[src/rtl/mux4_port_arbiter.sv]
// Round-robin arbiter sharing one downstream port among four requesters.
// Drives the 4:1 datapath mux select and runs a valid/done handshake with timeout.
//
// state | meaning
// IDLE  | no transaction; arbitrate among eligible requesters each cycle
// GRANT | one requester owns the port; wait for mem_done or timeout
module mux4_port_arbiter #(
    parameter int TIMEOUT = 16,
    parameter int TW      = 5
) (
    input  logic       clk,
    input  logic       rst,
    input  logic [3:0] req,
    output logic [3:0] gnt,
    output logic [1:0] sel,
    output logic       mem_valid,
    input  logic       mem_done,
    output logic [3:0] ack,
    output logic [3:0] err,
    output logic       busy
);

    typedef enum logic {IDLE = 1'b0, GRANT = 1'b1} state_t;

    state_t        state, state_n;
    logic [1:0]    ptr, ptr_n;
    logic [TW-1:0] cnt, cnt_n;
    logic [3:0]    gnt_n, ack_n, err_n;
    logic [1:0]    sel_n;
    logic          mem_valid_n, busy_n;
    logic [3:0]    eligible;
    logic [2:0]    pick;

    // Returns {found, index}; the lowest offset from p wins, so scan downward.
    function automatic logic [2:0] rr_pick(input logic [3:0] elig, input logic [1:0] p);
        logic [2:0] r;
        logic [1:0] k;
        r = '0;
        for (int i = 3; i >= 0; i--) begin
            k = p + 2'(i);
            if (elig[k]) r = {1'b1, k};
        end
        return r;
    endfunction

    // The requester finishing in the turnaround cycle is masked out for one cycle.
    assign eligible = req & ~(ack | err);
    assign pick     = rr_pick(eligible, ptr);

    always_ff @(posedge clk) begin
        if (!rst) begin
            state     <= IDLE;
            ptr       <= '0;
            cnt       <= '0;
            gnt       <= '0;
            sel       <= '0;
            mem_valid <= 1'b0;
            ack       <= '0;
            err       <= '0;
            busy      <= 1'b0;
        end else begin
            state     <= state_n;
            ptr       <= ptr_n;
            cnt       <= cnt_n;
            gnt       <= gnt_n;
            sel       <= sel_n;
            mem_valid <= mem_valid_n;
            ack       <= ack_n;
            err       <= err_n;
            busy      <= busy_n;
        end
    end

    always_comb begin
        state_n     = state;
        ptr_n       = ptr;
        cnt_n       = cnt;
        gnt_n       = gnt;
        sel_n       = sel;
        mem_valid_n = mem_valid;
        busy_n      = busy;
        ack_n       = '0;
        err_n       = '0;

        case (state)
            IDLE: begin
                if (pick[2]) begin
                    state_n     = GRANT;
                    gnt_n       = 4'b0001 << pick[1:0];
                    sel_n       = pick[1:0];
                    mem_valid_n = 1'b1;
                    busy_n      = 1'b1;
                    cnt_n       = '0;
                end
            end
            GRANT: begin
                if (mem_done || (cnt == TW'(TIMEOUT - 1))) begin
                    if (mem_done) ack_n = gnt;
                    else          err_n = gnt;
                    state_n     = IDLE;
                    gnt_n       = '0;
                    mem_valid_n = 1'b0;
                    busy_n      = 1'b0;
                    ptr_n       = sel + 2'd1;
                end else begin
                    cnt_n = cnt + TW'(1);
                end
            end
            default: state_n = IDLE;
        endcase
    end

endmodule

[config.mk]
export PLATFORM = sky130hd
export DESIGN_NAME = mux4_port_arbiter
export DESIGN_NICKNAME = d
export VERILOG_FILES = /design/src/rtl/mux4_port_arbiter.sv
export SDC_FILE = /design/constraint.sdc
export NUM_CORES = 1
export LEC_CHECK = 0
export ABC_CLOCK_PERIOD_IN_PS = 4550
export BUFFER_PORTS_ARGS = -buffer_cell sky130_fd_sc_hd__buf_2
export CAP_MARGIN = 15
export CORE_MARGIN = 3
export CORE_UTILIZATION = 59
export CTS_BUF_LIST = sky130_fd_sc_hd__clkbuf_8
export DETAILED_ROUTE_END_ITERATION = 8
export PLACE_DENSITY_LB_ADDON = 0.2
export SLEW_MARGIN = 5
export SYNTH_ARGS = -nofsm -noshare
export SYNTH_HDL_FRONTEND = slang
export SYNTH_SLANG_ARGS = --single-unit
[constraint.sdc]
create_clock -name clk -period 4.55 [get_ports clk]
set_input_delay 1.1375 -clock clk [delete_from_list [all_inputs] [get_ports clk]]
set_output_delay 1.1375 -clock clk [all_outputs]
set_load 0.05 [all_outputs]
==> qor.txt, run 1 <==
Core Region - 0.001559 mm^2
Kind of end point of the critical path - flip-flop
DRT Pass-1 Iters - 4
Int Power - 293.0 uW
# port buffers - 22
Slowest cell delay on critical path - 400 ps
Synth-to-Final Area Change - 15.38%
Initial Util - 0.6525
Register area share after synthesis - 0.4526
Area of the multi-input gates - 526.8 um^2
HP Start - cnt[3]
Final GP Congestion - 0.8920
Top-Level Pins - 23
R2R Setup Slk - 2580 ps
Max-cap violations - 0
Post-Route WL - 2080 um
CP Cell Sequence - buf_2 > or3b_4 > a41oi_2 > nand2_1 > o32ai_1
Yosys top cell area share - 0.4526
Setup WS post-layout - 2273 ps
CTS Hold Bufs - 0
Post-Place Cell Area - 0.001129 mm^2
# nets final - 142
Remaining antenna violation count after routing - 0
Crit share post-route - 0.5004
Worst-Margin Slew - 594.4 ps
Syn_nets - 119
Hpwl dp - 1581 um
Clock Skew - 3.069 ps
CTS tree - built
Vias/cell - 6.155
Die area - 0.002258 mm^2
Chip height - 47.52 um
Final instance area - 0.001174 mm^2
Cell Area, Synth - 0.001017 mm^2
Fill cells - 124
Cells resized by post-CTS repair - 0
Total track usage - 0.2059
Dpl ws - 2041 ps
Synth area leaders - dfxtp_1 45%, and2_1 4.9%, a21oi_1 4.4%, nand3_1 3.9%, o32ai_1 3.4%
Post-layout minimum cycle time - 2277 ps
Startpoint Class - input pin
Grt total ovfl - 0
Num Clock Sinks - 23
Leakage - 0.0005087 uW
Flop pwr share - 0.533
Maximum clock insertion buffer count - 2
Crit Reg-Reg Startpoint - cnt[0]
First-pass GRT wire length - 3236 um
Setup-failing EPs final - 0
Critical Path Fanout Max - 7
Relative slew slack - 0.6011
Synth warnings - 0
# diodes - 0
F_max - 0.4392 GHz
Ratio of cells with drive above 1 in the final layout - 0.2348
Setup repair bufs after CTS - 0
Post-synthesis register bit count - 23
Via count of the routed design - 911
Status - finished, final reports clean
Clk pwr share - 0.287
Avg WL per Cell - 14.05 um
WS Path Type - input pin to flip-flop
Initial antenna violation count - 0
Final hold violations - 0
Vias in the first global route - 785
Post-Synthesis Cells - 110
CTS H-tree lvls - 1
Worst-skew pair later-pin latency - 250 ps
Sw Share - 0.2843
Worst EP required - 4710 ps
Yosys top cell by area - dfxtp_1
Max-slew violations - 0
Clock-pin slew on the worst setup and hold paths - 70 ps
Critical path origin - req[2]
Mean area per synthesized cell - 9.248 um^2
Yosys cell types - 32
Data arrival, critical path - 2440 ps
Final hold slack - 465.4 ps
Violation count after the first detailed-route iteration - 26
Cell area power density - 348.8 mW/mm^2
Pin count of the biggest net entering global routing - 13
Die width - 47.52 um
Slowest-stage cell, CP - or3b_4
Worst hold path type - flip-flop to flip-flop
P_sw - 116.4 uW
Worst VDD drop - 0.0002407 V
Root Buffer - clkbuf_8
Row count - 14
Reg area - 460.4 um^2
CTS buffer count - 3
DRC viols - 0
Combinational Power Share - 0.181
Setup TNS - 0 ps
Setup repair after global routing missed its margin - no
## logic make-up (layout without fill, tap and decap cells)
family / count (synthesis) / after routing / synth area share
simple gates: 45 / 45 / 0.2583
compound gates: 31 / 31 / 0.2116
flops: 23 / 23 / 0.4526
buf+inv: 7 / 29 / 0.02952
fa+ha+maj: 2 / 2 / 0.02460
xor+xnor: 1 / 1 / 0.008612
mux: 1 / 1 / 0.01476
## flip-flops by register name (all words and copies together), names as in the netlist
name and cells:
sel 2, err 4, ptr 2, gnt 4, cnt 5, busy 1, ack 4, state 1
## worst max-delay path, delay by kind of cell
kind	cells	cell delay (ps)
and+or+nand+nor	2	580
AOI/OAI and AO/OA	2	630
buffers and inverters	1	80
## synthesized netlist by cell type
library cell,number
dfxtp_1,23
a21oi_1,9
nand2_1,9
and2_1,8
nand3_1,8
nor2_1,4
o21ai_1,4
o32ai_1,4
clkbuf_1,3
inv_1,3
nor3b_1,3
o21ai_0,3
or3b_1,3
a31oi_1,2
and3_1,2
ha_1,2
nor3_1,2
nor4b_1,2
o211ai_1,2
or3b_4,2
a211oi_1,1
a211oi_2,1
a41o_1,1
a41oi_2,1
buf_4,1
mux2_4,1
nand2b_1,1
o2111ai_1,1
o211a_1,1
o21a_1,1
or2_2,1
xor2_1,1
## worst paths after layout
check | end | depth (start not counted)
min | cnt[3] | 1
min reg2reg | cnt[3] | 1
max reg2reg | cnt[2] | 7
max | gnt[3] | 5
## cell usage in the layout (no fill, tap or decap), types with 3 or more instances in the layout
cell,count
nand2_1,9
dfxtp_1,23
nor2_1,4
nand3_1,8
buf_2,22
o21ai_1,4
and2_1,8
o32ai_1,4
clkbuf_8,3
o21ai_0,3
inv_1,4
nor3b_1,3
or3b_1,3
a21oi_1,9
## cell type report
class,instances,share of cell area
clock buffer,3,0.03518
clock inverter,1,0.003198
timing repair buffer,22,0.09382
inverter,3,0.009595
multi-input combinational,80,0.4488
tap,16,0.01706
sequential,23,0.3923
## per-stage QoR
| step | utilization | instances | total power, uW |
|---|---|---|---|
| after CTS | 0.7528 | 148 | 413.5 |
| after global routing | 0.7528 | 148 | 429.3 |
| final | 0.7528 | 148 | 409.4 |
| after floorplan | - | 110 | 278.9 |
| after detailed placement | 0.7239 | 144 | 295.7 |
| after global placement | 0.7239 | 144 | 293.7 |
## routing by layer
metal | global-route usage | routed length, um
met2 | 0.3449 | 1049
met3 | 0.04511 | 79
met4 | 0.1160 | 19
met5 | 0 | 0
met1 | 0.2408 | 931
## power by group through the flow
| stage | registers, uW | logic [uW] | clock network [uW] |
|---|---|---|---|
| 4_1_cts | 218 | 73.9 | 122 |
| 3_5_place_dp | 222 | 73.4 | 0 |
| 6_report | 218 | 74.0 | 117 |
| 5_1_grt | 219 | 79.5 | 130 |
| 2_1_floorplan | 240 | 39.4 | 0 |
| 3_3_place_gp | 222 | 71.6 | 0 |
No activity file was read; power rests on OpenSTA's default activity.
==> inputs of run 2 (changes only) <==
- ABC_AREA: unset -> 1
- ABC_CLOCK_PERIOD_IN_PS: 4550 -> 2300
- CORE_UTILIZATION: 59 -> 55
- clock period: 4.55 -> 2.3 ns (I/O delays scaled with it)
==> run 2 against run 1 <==
Via count rose by 20%. Register-to-register slack worse by 2200 ps. Wire length grew 21%. Critical endpoint is now cnt[0]. Highest routed layer unchanged.
==> qor.txt, run 2 <==
R2R Setup Slk - 430 ps (was 2580 ps)
Row count - 15 (was 14)
Yosys top cell area share - 0.4153 (was 0.4526)
Initial antenna violation count - 0 (unchanged)
DRT Pass-1 Iters - 4 (unchanged)
Post-layout minimum cycle time - 1875 ps
Maximum clock insertion buffer count - 2 (unchanged)
Cell area power density - 802.7 mW/mm^2 (was 348.8 mW/mm^2)
Cells resized by post-CTS repair - 0 (unchanged)
Hold Path Sink - ack[0] (was cnt[3])
Final Core Density - 0.6990 (was 0.7528)
Clock-pin slew on the worst setup and hold paths - 80 ps (was 70 ps)
Yosys cell types - 25 (was 32)
F_max - 0.5334 GHz
Kind of end point of the critical path - flip-flop (unchanged)
Crit share post-route - 0.8151
Synth warnings - 0 (unchanged)
Setup-failing EPs final - 0 (unchanged)
Most frequent cells in the layout - 38 x nand2_1, 23 x nor2_1, 23 x dfxtp_1 (was 23 x dfxtp_1, 22 x buf_2, 9 x nand2_1, 9 x a21oi_1)
Commonest cells post-synth - 38 x nand2_1, 23 x dfxtp_1, 23 x nor2_1 (was 23 x dfxtp_1, 9 x a21oi_1, 9 x nand2_1)
Synth area leaders - dfxtp_1 42%, nand2_1 13%, nor2_1 7.8%, nand3_1 7.2%, a21oi_1 5.9% (was dfxtp_1 45%, and2_1 4.9%, a21oi_1 4.4%, nand3_1 3.9%, o32ai_1 3.4%)
Leakage - 0.0006089 uW (was 0.0005087 uW)
Total track usage - 0.2195 (was 0.2059)
Register area share after synthesis - 0.4153 (was 0.4526)
Critical Path Fanout Max - 5 (was 7)
Chip height - 50.90 um (was 47.52 um)
Max-cap violations - 0 (unchanged)
Ratio of cells with drive above 1 in the final layout - 0.1978 (was 0.2348)
Post-Synthesis Cells - 159 (was 110)
Worst hold path type - flip-flop to flip-flop (unchanged)
Top_reg_cell synth - dfxtp_1 (unchanged)
Num Clock Sinks - 23 (unchanged)
Remaining antenna violation count after routing - 0 (unchanged)
Critical R2R Capture - cnt[0] (was cnt[2])
Via count of the routed design - 1089 (was 911)
Hpwl dp - 1840 um (was 1581 um)
Worst hold path cell count - 2 (was 1)
Startpoint Class - flip-flop (was input pin)
Relative slew slack - 0.7075 (was 0.6011)
# nets final - 192 (was 142)
Max-slew violations - 0 (unchanged)
Status - finished, final reports clean (unchanged)
CTS Hold Bufs - 0 (unchanged)
WS Path Type - flip-flop to flip-flop (was input pin to flip-flop)
Grt total ovfl - 0 (unchanged)
DRC viols - 0 (unchanged)
Top-Level Pins - 23 (unchanged)
CTS tree - built (unchanged)
Count leader, synth - nand2_1 (was dfxtp_1)
Worst EP required - 2460 ps (was 4710 ps)
Data arrival, critical path - 2040 ps (was 2440 ps)
Synth async-reset ratio - 0 (unchanged)
Die width - 50.90 um (was 47.52 um)
Worst-skew pair later-pin latency - 270 ps (was 250 ps)
Final std cells w/o fill - 207 (was 148)
CTS H-tree lvls - 1 (unchanged)
Pin count of the biggest net entering global routing - 13 (unchanged)
Synth-to-Final Area Change - 14.79% (was 15.38%)
# diodes - 0 (unchanged)
Initial Util - 0.6089 (was 0.6525)
Avg WL per Cell - 12.17 um (was 14.05 um)
Cell Area, Synth - 0.001109 mm^2 (was 0.001017 mm^2)
Most common cell after layout, fill and taps aside - nand2_1 (was dfxtp_1)
Setup repair after global routing missed its margin - no (unchanged)
Final hold violations - 0 (unchanged)
Root Buffer - clkbuf_8 (unchanged)
Post-Route WL - 2520 um (was 2080 um)
Max reg flops - 5 (unchanged)
Core Region - 0.001821 mm^2 (was 0.001559 mm^2)
Setup TNS - 0 ps (unchanged)
Vias/cell - 5.261 (was 6.155)
Largest Register - cnt (unchanged)
Syn_nets - 168 (was 119)
Placed cells - 203 (was 144)
Worst VDD drop - 0.0005977 V (was 0.0002407 V)
HP Start - gnt[0] (was cnt[3])
Final GP Congestion - 0.7759 (was 0.8920)
Post-synthesis register bit count - 23 (unchanged)
Setup repair bufs after CTS - 0 (unchanged)
Final hold slack - 474.7 ps (was 465.4 ps)
Violation count after the first detailed-route iteration - 26 (unchanged)
Clock Skew - 1.055 ps (was 3.069 ps)
Die area - 0.002590 mm^2 (was 0.002258 mm^2)
Reg2reg path depth - 12 (was 7)
Vias in the first global route - 1020 (was 785)
Yosys top cell by area - dfxtp_1 (unchanged)
Mean area per synthesized cell - 6.972 um^2 (was 9.248 um^2)
CTS buffer count - 3 (unchanged)
Worst-Margin Slew - 437.1 ps (was 594.4 ps)
Number of flops mapped to enable cells by yosys - 0 (unchanged)
Crit Reg-Reg Startpoint - cnt[0] (unchanged)
# port buffers - 22 (unchanged)
First-pass GRT wire length - 4312 um (was 3236 um)
run 2: layout make-up:
cell class              count  area (um^2)
clock buffers               3        41.29
clock inverters             1        3.754
fillers                   164        548.0
inverters                  21        83.83
multi-input cells         112        541.8
flip-flops and latches     23        460.4
well taps                  25        31.28
repair buffers             22        110.1
run 2: power breakdown:
part           switching (uW)  leakage (uW)  internal [uW]  total, uW
clock                     129     0.0000269            119        249
sequential               28.1      0.000187            427        455
combinational             234      0.000395           83.9        318
run 2: worst max-delay path, cell delays in order, from the launching register on:
cell and delay (ps):
dfxtp_1 350, ha_1 230, nand2_1 90, nor2_1 50, ha_1 170, nor2_1 140
inv_1 80, nor2_1 180, inv_1 120, nand2_2 140, nand2_1 70, o211ai_1 90
inv_1 60
run 2: worst max-delay path by stage:
stage / slack [ps] / end / from / depth (start not counted)
floorplan: 640 / gnt[0] / err[0] / 10
global placement: 580 / gnt[1] / req[1] / 10
detailed placement: 530 / cnt[0] / cnt[0] / 12
CTS: 480 / cnt[0] / cnt[0] / 12
global route: 240 / gnt[1] / ptr[0] / 10
finish: 430 / cnt[0] / cnt[0] / 12
run 2: stage by stage:
stage / power, uW / area (um^2) / worst slack, ps
2_1_floorplan: 712.6 / 1109 / 638.6
3_3_place_gp: 763.6 / 1227 / 581.4
3_5_place_dp: 773.2 / 1227 / 526.2
4_1_cts: 1013 / 1272 / 478.1
5_1_grt: 1066 / 1272 / 240.3
6_report: 1021 / 1272 / 425.2
run 2: cells by family after synthesis:
kind of cell / share of synthesized area
AND/OR/NAND/NOR: 0.3544
AO/OA/AOI/OAI: 0.09593
flip-flops: 0.4153
adder cells (fa/ha/maj): 0.02257
buffers and inverters: 0.09593
XOR/XNOR: 0.01580
run 2: metal layers:
metal / GRT usage / part of all wire
met5: 0 / 0
met4: 0.08520 / 0.012
met1: 0.2606 / 0.43
met2: 0.3848 / 0.50
met3: 0.04665 / 0.056
==> inputs of run 3 (changes only) <==
- ABC_CLOCK_PERIOD_IN_PS: 2300 -> 1720
- CORE_UTILIZATION: 55 -> 50
- clock period: 2.3 -> 1.72 ns (I/O delays scaled with it)
==> run 3 against run 2 <==
Total power up 36%. Maximum frequency up 15%. Sequential share of layout area down 2.0 points. Register-to-register slack worse by 330 ps. Sequential power up 34%.
==> qor.txt, run 3 (synthesized netlist as in run 2, its figures left out) <==
Status - finished, final reports clean (unchanged)
WS Path Type - flip-flop to flip-flop (unchanged)
Post-Place Cell Area - 0.001252 mm^2 (was 0.001227 mm^2)
Top-Level Pins - 23 (unchanged)
Vias in the first global route - 964 (was 1020)
Row count - 16 (was 15)
Leakage - 0.0006421 uW (was 0.0006089 uW)
Post-layout minimum cycle time - 1628 ps (was 1875 ps)
Remaining antenna violation count after routing - 0 (unchanged)
Die width - 53.09 um (was 50.90 um)
Die area - 0.002818 mm^2 (was 0.002590 mm^2)
Violation count after the first detailed-route iteration - 40 (was 26)
Core Region - 0.002022 mm^2 (was 0.001821 mm^2)
Total track usage - 0.1959 (was 0.2195)
Hpwl dp - 1958 um (was 1840 um)
CTS Hold Bufs - 0 (unchanged)
CTS tree - built (unchanged)
CTS H-tree lvls - 1 (unchanged)
Avg WL per Cell - 12.02 um (was 12.17 um)
# port buffers - 22 (unchanged)
Post-Route WL - 2573 um (was 2520 um)
DRT Pass-1 Iters - 4 (unchanged)
Most frequent cells in the layout - 35 x nand2_1, 22 x buf_2, 19 x dfxtp_1 (was 38 x nand2_1, 23 x nor2_1, 23 x dfxtp_1)
Pin count of the biggest net entering global routing - 14 (was 13)
Max-cap violations - 0 (unchanged)
Startpoint Class - flip-flop (unchanged)
Worst hold path type - flip-flop to flip-flop (unchanged)
First-pass GRT wire length - 4057 um (was 4312 um)
Critical Path Fanout Max - 5 (unchanged)
Worst-Margin Slew - 269.2 ps (was 437.1 ps)
Ratio of cells with drive above 1 in the final layout - 0.3209 (was 0.1978)
Initial antenna violation count - 0 (unchanged)
Chip height - 53.09 um (was 50.90 um)
Root Buffer - clkbuf_8 (unchanged)
Worst VDD drop - 0.0007382 V (was 0.0005977 V)
Worst-skew pair later-pin latency - 260 ps (was 270 ps)
Via count of the routed design - 1104 (was 1089)
Crit share post-route - 0.9465 (was 0.8151)
Data arrival, critical path - 1790 ps (was 2040 ps)
F_max - 0.6142 GHz (was 0.5334 GHz)
CTS buffer count - 3 (unchanged)
Relative slew slack - 0.8194 (was 0.7075)
Num Clock Sinks - 23 (unchanged)
Most common cell after layout, fill and taps aside - nand2_1 (unchanged)
Max-slew violations - 0 (unchanged)
Clock Skew - 3.323 ps (was 1.055 ps)
Final hold violations - 0 (unchanged)
Initial Util - 0.5483 (was 0.6089)
Final GP Congestion - 0.7759 (unchanged)
Maximum clock insertion buffer count - 2 (unchanged)
Fill cells - 190 (was 164)
Final Core Density - 0.6739 (was 0.6990)
Synth-to-Final Area Change - 22.91% (was 14.79%)
Grt total ovfl - 0 (unchanged)
Clock-pin slew on the worst setup and hold paths - 80 ps (about the same)
# diodes - 0 (unchanged)
Setup-failing EPs final - 0 (unchanged)
Worst EP required - 1880 ps (was 2460 ps)
Largest Register - cnt (unchanged)
Vias/cell - 5.159 (was 5.261)
Cell area power density - 1018 mW/mm^2 (was 802.7 mW/mm^2)
Final instance area - 0.001363 mm^2 (was 0.001272 mm^2)
# nets final - 197 (was 192)
Kind of end point of the critical path - flip-flop (unchanged)
Max reg flops - 5 (unchanged)
DRC viols - 0 (unchanged)
Total power - 1387 uW (was 1021 uW)
Final hold slack - 480.6 ps (was 474.7 ps)
[run 3: changes by cell type in the layout (fill, tap and decap cells not counted), moves of 2 or more]
cell,before,now
buf_4,0,5
nor2_1,23,18
nor2_2,1,6
dfxtp_1,23,19
dfxtp_2,0,4
a21oi_1,13,10
a21oi_2,0,3
nand2_1,38,35
inv_1,18,16
nand2_2,4,6
[run 3: timing repair]
| item | 4_1_cts | 5_1_grt |
|---|---|---|
| setup endpoints to repair | 1 | 12 |
| resized for setup | 1 | 18 |
| setup buffers | 0 | 2 |
| pin swaps | 0 | 5 |
[run 3: layout make-up]
| type | instances | area, um^2 | share of cell area |
|---|---|---|---|
| clock buffers | 3 | 41.29 | 0.03030 |
| clock inverters | 1 | 5.005 | 0.003673 |
| inverters | 21 | 83.83 | 0.06152 |
| multi-input cells | 112 | 585.6 | 0.4298 |
| flip-flops and latches | 23 | 465.4 | 0.3416 |
| well taps | 27 | 33.78 | 0.02479 |
| repair buffers | 27 | 147.6 | 0.1084 |
[run 3: metrics by stage]
step,setup slack [ps],TNS (ps),std cells
finish,91.96,0,214
global route,-32.77,-76.92,214
CTS,28.80,0,212
detailed placement,12.32,0,208
global placement,25.56,0,208
floorplan,58.62,0,159
[run 3: critical path, stage by stage (launching register included)]
cell and delay [ps]:
dfxtp_2 330, ha_2 190, nand2_2 60, nor2_1 40, ha_1 160, nor2_1 130
inv_1 90, nor2_2 160, inv_2 80, nand2_4 80, o22ai_1 70, and2_1 140
[run 3: final timing paths]
check	start	to	slack, ps	cells after the start
max	cnt[0]	cnt[4]	90	11
min	gnt[0]	ack[0]	480	2
max reg2reg	cnt[0]	cnt[4]	90	11
min reg2reg	gnt[0]	ack[0]	480	2
[run 3: report_power, final]
group / internal, uW / switching (uW)
clock: 161 / 165
combinational: 131 / 321
sequential: 573 / 36.3
[run 3: layer usage]
layer / routed length [um] / track usage / vias to the layer above
met4: 49 / 0.07234 / 0
li1: - / - / 563
met1: 1174 / 0.2435 / 506
met5: 0 / 0 / -
met3: 71 / 0.04225 / 8
met2: 1278 / 0.3285 / 27
